--- src/rtl/instr_decoder.sv ---
// Instruction register and opcode decoder for the TRISC datapath: captures the
// fetched word, decodes its opcode into one-hot lines and holds them until acknowledged.
module instr_decoder #(
  parameter int IW  = 8,
  parameter int OPW = 2
) (
  input  logic                clock,
  input  logic                clear,
  input  logic [IW-1:0]       mem_data,
  input  logic                ir_load,
  input  logic                dec_en,
  input  logic                dec_ack,
  output logic [IW-1:0]       ir,
  output logic [IW-OPW-1:0]   operand,
  output logic                dec_f,
  output logic                dec_g,
  output logic                dec_h,
  output logic                dec_valid,
  output logic                illegal,
  output logic                busy,
  output logic [15:0]         instr_count
);

  localparam int AW = IW - OPW;

  typedef enum logic [1:0] {IDLE, LOADED, DECODED} state_t;

  state_t            state, state_n;
  logic [IW-1:0]     ir_n;
  logic [AW-1:0]     operand_n;
  logic              dec_f_n, dec_g_n, dec_h_n, dec_valid_n;
  logic              illegal_n, busy_n;
  logic [15:0]       count_n;
  logic [OPW-1:0]    opcode;

  assign opcode = ir[IW-1:AW];

  // A load always wins over a decode, but an acknowledge in the same cycle is still counted.
  always_comb begin
    state_n     = state;
    ir_n        = ir;
    operand_n   = operand;
    dec_f_n     = dec_f;
    dec_g_n     = dec_g;
    dec_h_n     = dec_h;
    dec_valid_n = dec_valid;
    illegal_n   = illegal;
    count_n     = instr_count;

    if (ir_load) begin
      if (state == DECODED && dec_ack)
        count_n = instr_count + 16'd1;
      ir_n        = mem_data;
      operand_n   = mem_data[AW-1:0];
      dec_f_n     = 1'b0;
      dec_g_n     = 1'b0;
      dec_h_n     = 1'b0;
      dec_valid_n = 1'b0;
      state_n     = LOADED;
    end else begin
      case (state)
        LOADED: begin
          if (dec_en) begin
            dec_f_n     = (int'(opcode) == 0);
            dec_g_n     = (int'(opcode) == 1);
            dec_h_n     = (int'(opcode) == 2);
            dec_valid_n = 1'b1;
            if (int'(opcode) >= 3)
              illegal_n = 1'b1;
            state_n     = DECODED;
          end
        end
        DECODED: begin
          if (dec_ack) begin
            dec_f_n     = 1'b0;
            dec_g_n     = 1'b0;
            dec_h_n     = 1'b0;
            dec_valid_n = 1'b0;
            count_n     = instr_count + 16'd1;
            state_n     = IDLE;
          end
        end
        default: begin
        end
      endcase
    end

    busy_n = (state_n != IDLE);
  end

  always_ff @(posedge clock) begin
    if (clear) begin
      state       <= IDLE;
      ir          <= '0;
      operand     <= '0;
      dec_f       <= 1'b0;
      dec_g       <= 1'b0;
      dec_h       <= 1'b0;
      dec_valid   <= 1'b0;
      illegal     <= 1'b0;
      busy        <= 1'b0;
      instr_count <= '0;
    end else begin
      state       <= state_n;
      ir          <= ir_n;
      operand     <= operand_n;
      dec_f       <= dec_f_n;
      dec_g       <= dec_g_n;
      dec_h       <= dec_h_n;
      dec_valid   <= dec_valid_n;
      illegal     <= illegal_n;
      busy        <= busy_n;
      instr_count <= count_n;
    end
  end

endmodule
--- config.mk ---
export PLATFORM = sky130hd
export DESIGN_NAME = instr_decoder
export DESIGN_NICKNAME = d
export VERILOG_FILES = /design/src/rtl/instr_decoder.sv
export SDC_FILE = /design/constraint.sdc
export NUM_CORES = 1
export LEC_CHECK = 0
export ABC_AREA = 1
export CAP_MARGIN = 0
export CORE_UTILIZATION = 50
export CTS_CLUSTER_SIZE = 16
export DETAILED_ROUTE_END_ITERATION = 12
export DONT_BUFFER_PORTS = 1
export PLACE_DENSITY = 0.74
export RECOVER_POWER = 25
export SETUP_SLACK_MARGIN = 0.5
export SLEW_MARGIN = 10
export SYNTH_ARGS = -nofsm -noshare
export SYNTH_HDL_FRONTEND = slang
export SYNTH_SLANG_ARGS = --single-unit
--- constraint.sdc ---
create_clock -name clock -period 3.18 [get_ports clock]
set_clock_uncertainty 0.05 [all_clocks]
set_input_delay 0.636 -clock clock [delete_from_list [all_inputs] [get_ports clock]]
set_output_delay 0.636 -clock clock [all_outputs]
set_load 0.02 [all_outputs]
; Word level (Yosys, flattened, before mapping)
; Cells that the tools add are included.
[word_totals]
reg_bits = 38
out_inout_bits = 36
elab_cells = 47
inputBits = 13
[op_classes]
bitwise = 1
reduce_logical = 10
n_eq_ne = 7
n_mux = 17
add_sub_neg = 1
order_cmp = 1
[ops]
columns = op, count
row1 = $mux 16, 4
row2 = $add 16x1->16 const B, 1
row3 = $pmux 1 s2, 4
row4 = $reduce_bool 2->1, 4
row5 = $eq 2x2->1 const B, 3
row6 = $mux 2, 3
row7 = $reduce_and 3->1, 2
row8 = $mux 1, 5
row9 = $ne 2x2->1 const B, 2
row10 = $pmux 2 s2, 1
row11 = $reduce_and 4->1, 1
row12 = $eq 2x1->1 const B, 1
row13 = $ge 2x2->1 const B, 1
row14 = $logic_not 2->1, 1
row15 = $ne 2x1->1 const B, 1
row16 = $reduce_or 2->1, 1
row17 = $logic_and 1x1->1, 1
row18 = $not 1->1, 1

; Depth between registers and ports, before layout
[depth]
depth_word = 4
ltp_mapped = 10
mapped_depth_nobuf = 10

; Worst setup path before layout
; Ideal clock, no wire load.
[synth_path]
path_type = input to register
startpoint = input ir_load
endpoint = register instr_count[9]
t_arrival_ns = 1.298
path_buffers = 1
cell_stages = 7
slack_ns = 1.717
cell_sequence = buf_4 -> nand2_4 -> nand2_4 -> nor2_4 -> nand2_1 -> o21ai_1 -> nor2_1
[synth_via]
elab_chain_len = 2
elab_cells_between_ends = 5
[synth_rtl]
columns = element, line_no
row1 = start: declaration, 10  ; input logic ir_load,
row2 = $ne 2x1->1 (no source line) or $reduce_bool 2->1 (tied branches), -
row3 = $reduce_and 3->1 (no source line), -
row4 = end signal: assignment, 113  ; instr_count <= count_n;
row5 = end: declaration, 21  ; output logic [15:0] instr_count
; Parallel ways exist; a longest one is shown, timed or not.
; A chain may end at the register's enable or synchronous reset.

; Worst setup path after layout
[layout_path]
startpoint = register state[1]
endpoint = register instr_count[9]
[layout_via]
elab_chain_len = 4
elab_cells_between_ends = 5
[layout_rtl]
columns = element, line_no
row1 = start: declaration, 28  ; state_t state, state_n;
row2 = start signal: assignment, 104  ; state <= state_n;
row3 = $eq 2x2->1 (*), "51, 61"
row4 = $logic_and 1x1->1, 51  ; if (state == DECODED && dec_ack)
row5 = $ne 2x1->1 (no source line), -
row6 = $reduce_and 3->1 (no source line) (*), -
; Mark *: on every way between the ends. The rest lies on a longest branch, timed or not.

==> parameters.txt <==
Parameter                              Value

Yosys
  Combined area of all synthesized cells ... around 1600 um2
  Seq/Total Area, Yosys ... between 40% and 50%
  Synthesized instance count ... 227
  Synth Flop Type ... dfxtp_1
  Number of flip-flops and latches in the synthesized netlist ... 32
  Synth unique cells ... 23
  Warnings from Yosys ... 0
  Number of flops mapped to enable cells by yosys ... 0
  Mean area per synthesized cell ... 6.87 um2
  Async SR Flop Fraction ... 0%
  Post-synth net total ... 244

Pwr
  Reported leakage power ... 0.686 nW
  Fraction of power consumed by the clock network ... 38.4%
  Sw Share ... 25.2%
  Maximum ir drop on the vdd rail ... 0.231 mV
  PD cells ... 493 nW/um2
  Switching power ... 0.200 mW
  Internal power ... a little under 0.6 mW
  Flop pwr share ... about 56%
  Proportion of power drawn by combinational gates ... 5.6%

Clocking
  Number of buffers between clock root and the deepest sink ... 2
  Cts-stage hold buffer count ... 0
  Clock Root Buffer ... clkbuf_4
  Clock Latency Late Sink ... 0.33 ns
  Post-cts repair resize count ... 0
  Clock-pin transition on the worst setup and hold timing paths ... 0.10 ns
  Total CTS buffers ... 5
  Post-CTS Setup Inserts ... 0
  Clk sinks ... 32
  CTS H-tree depth ... 2
  CTS tree ... done

Critical path
  Signal arrival time at the worst endpoint ... 1.88 ns
  Startpoint Class ... register
  Sort of element at the end of the critical path ... register
  Critical path class ... register to register
  Endpoint required time on the critical path ... 3.36 ns
  Crit path max fanout ... 5

Die
  Die boundary width ... about 58 um
  Number of standard-cell rows in the floorplan ... 19
  Initial Utilization ... 54.7%
  IO Count ... between 40 and 50
  Vertical die dimension ... 57.9 um
  Area enclosed by the die boundary ... roughly 3300 um2
  Total core area ... 2850 um2

Route
  Post-detailed-route DRC marker count ... 4
  Total number of vias ... 1317
  Residual antenna-violating net count after detailed routing ... 0
  Average wire length per cell after detail routing ... 11.8 um
  Count of TritonRoute iterations in the first routing pass ... 8
  Number of DRC markers in iteration 0 ... 43
  Aggregate routed wire length ... 3.02 mm
  Average vias per placed instance ... 5.12

Cells and area
  Final non-filler cell area ... 1610 um2
  Fraction of final layout cells sized beyond drive strength 1 ... 7.08%
  Storage element area ... 641 um2
  Antenna fix cells ... 0
  Area overhead of the layout relative to synthesis ... 2.97%
  Post-layout net count ... 242
  Count of filler cells inserted in the layout ... 284
  Combined area of the multi-input logic cells ... about 720 um2

Timing
  Highest Clock Rate ... 587 MHz
  Final setup violating endpoints ... 0
  Part of the cycle the worst path needs ... between 50% and 60%
  Worst hold-check slack ... 0.302 ns
  Unrepaired setup endpoints after global routing ... false
  Total negative slack for setup checks ... 0 ns
  Measured slew at the worst slew-check pin ... approximately 0.63 ns
  Max transition margin ... between 50 and 60%
  Final critical delay including setup and external delays ... 1.70 ns
  Final Slew Violations ... 0
  Final Hold Fails ... 0

Global routing
  Wire length of the first global-routing pass ... 4.95 mm
  Via count of the first global-routing pass ... 1145
  Residual overflow from global routing ... 0
  GRT Util Overall ... 19.7%
  Largest net degree at the start of global routing ... 24
  Antenna violations before repair ... 0

Place
  DP Wirelength ... 2.25 mm
  Final RePlAce weighted congestion ... 0.796
  Total placed instance area ... roughly 1500 um2
  Port Buffers ... 0

Job
  Count of max-cap constraint violations ... 0

Worst hold path
  Hold Crit Class ... input port to register

Status
  Result of the run ... finished with violations
  Failing checks ... design-rule violations
[power groups by stage]
stage / sequential (mW) / combinational [mW] / clock, mW
final: 0.443 / 0.0447 / 0.304
after global routing: 0.446 / 0.0526 / 0.329
after CTS: 0.444 / 0.0463 / 0.311
after detailed placement: 0.453 / 0.0462 / 0
after global placement: 0.453 / 0.0451 / 0
after floorplan: 0.444 / 0.0548 / 0
[logic make-up after synthesis]
logic type      Yosys count  synth area share, %
compound gates           39                 12.9
fa+ha+maj                 4                 3.21
buf+inv                  44                 12.3
flops                    32                 41.1
simple gates            108                 30.5
[cells in the mapped netlist, types with 3 or more instances]
| cell | n | area [um2] |
|---|---|---|
| a21oi_1 | 17 | 85.1 |
| buf_4 | 7 | 52.6 |
| dfxtp_1 | 32 | 641 |
| ha_1 | 4 | 50.1 |
| inv_1 | 33 | 124 |
| nand2_1 | 40 | 150 |
| nand3_1 | 13 | 65.1 |
| nor2_1 | 42 | 158 |
| nor2_2 | 3 | 18.8 |
| o21ai_0 | 15 | 75.1 |
| o21ai_1 | 4 | 20.0 |
[metal layers]
layer	part of all wire [%]	vias up	GRT usage (%)
li1	-	702	-
met1	44	562	23.1
met2	44	48	31.4
met3	10	5	8.71
met4	1.8	0	8.16
met5	0	-	0
[cell type report]
class | instances | share of cell area [%]
multi-input combinational | 151 | 44.8
clock inverter | 2 | 2.18
clock buffer | 6 | 2.57
sequential | 32 | 39.9
tap | 31 | 2.41
inverter | 35 | 8.18
[registers in the layout, summed over array words and instances (netlist names)]
signal / cells
instr_count: 16
ir: 8
state: 2
busy: 1
dec_f: 1
dec_g: 1
dec_h: 1
dec_valid: 1
illegal: 1
[path summary, 6_finish.rpt]
kind | startpoint | depth (start not counted) | end | slack (ns)
worst min-delay path | clear | 1 | illegal | 0.30
worst max register to register | state[1] | 8 | instr_count[9] | 1.48
worst max-delay path | state[1] | 8 | instr_count[9] | 1.48
worst min register to register | illegal | 2 | illegal | 0.50
[worst max-delay path, stage by stage (launching register included)]
cell and delay, ns:
dfxtp_1 0.41, ha_1 0.24, nand2_1 0.11, nand2_4 0.08
nand2_1 0.20, nor2_4 0.22, nand2_1 0.10, o21ai_1 0.13
nor2_1 0.05
[metrics by stage]
stage	util [%]	setup WS (ns)	total power, mW	cells
4_1_cts	56.6	1.55	0.801	257
2_1_floorplan	-	1.72	0.498	227
3_3_place_gp	53.9	1.63	0.498	249
6_report	56.3	1.48	0.792	257
3_5_place_dp	53.9	1.63	0.499	249
5_1_grt	56.3	1.30	0.827	257
[cell usage in the layout (no fill, tap or decap), types with 3 or more instances in the layout]
cell type	count
a21oi_1	17
clkbuf_4	5
dfxtp_1	32
ha_1	4
inv_1	33
nand2_1	41
nand3_1	13
nor2_1	42
nor2_2	3
o21ai_0	15
o21ai_1	4
No activity file was read; power rests on OpenSTA's default activity.
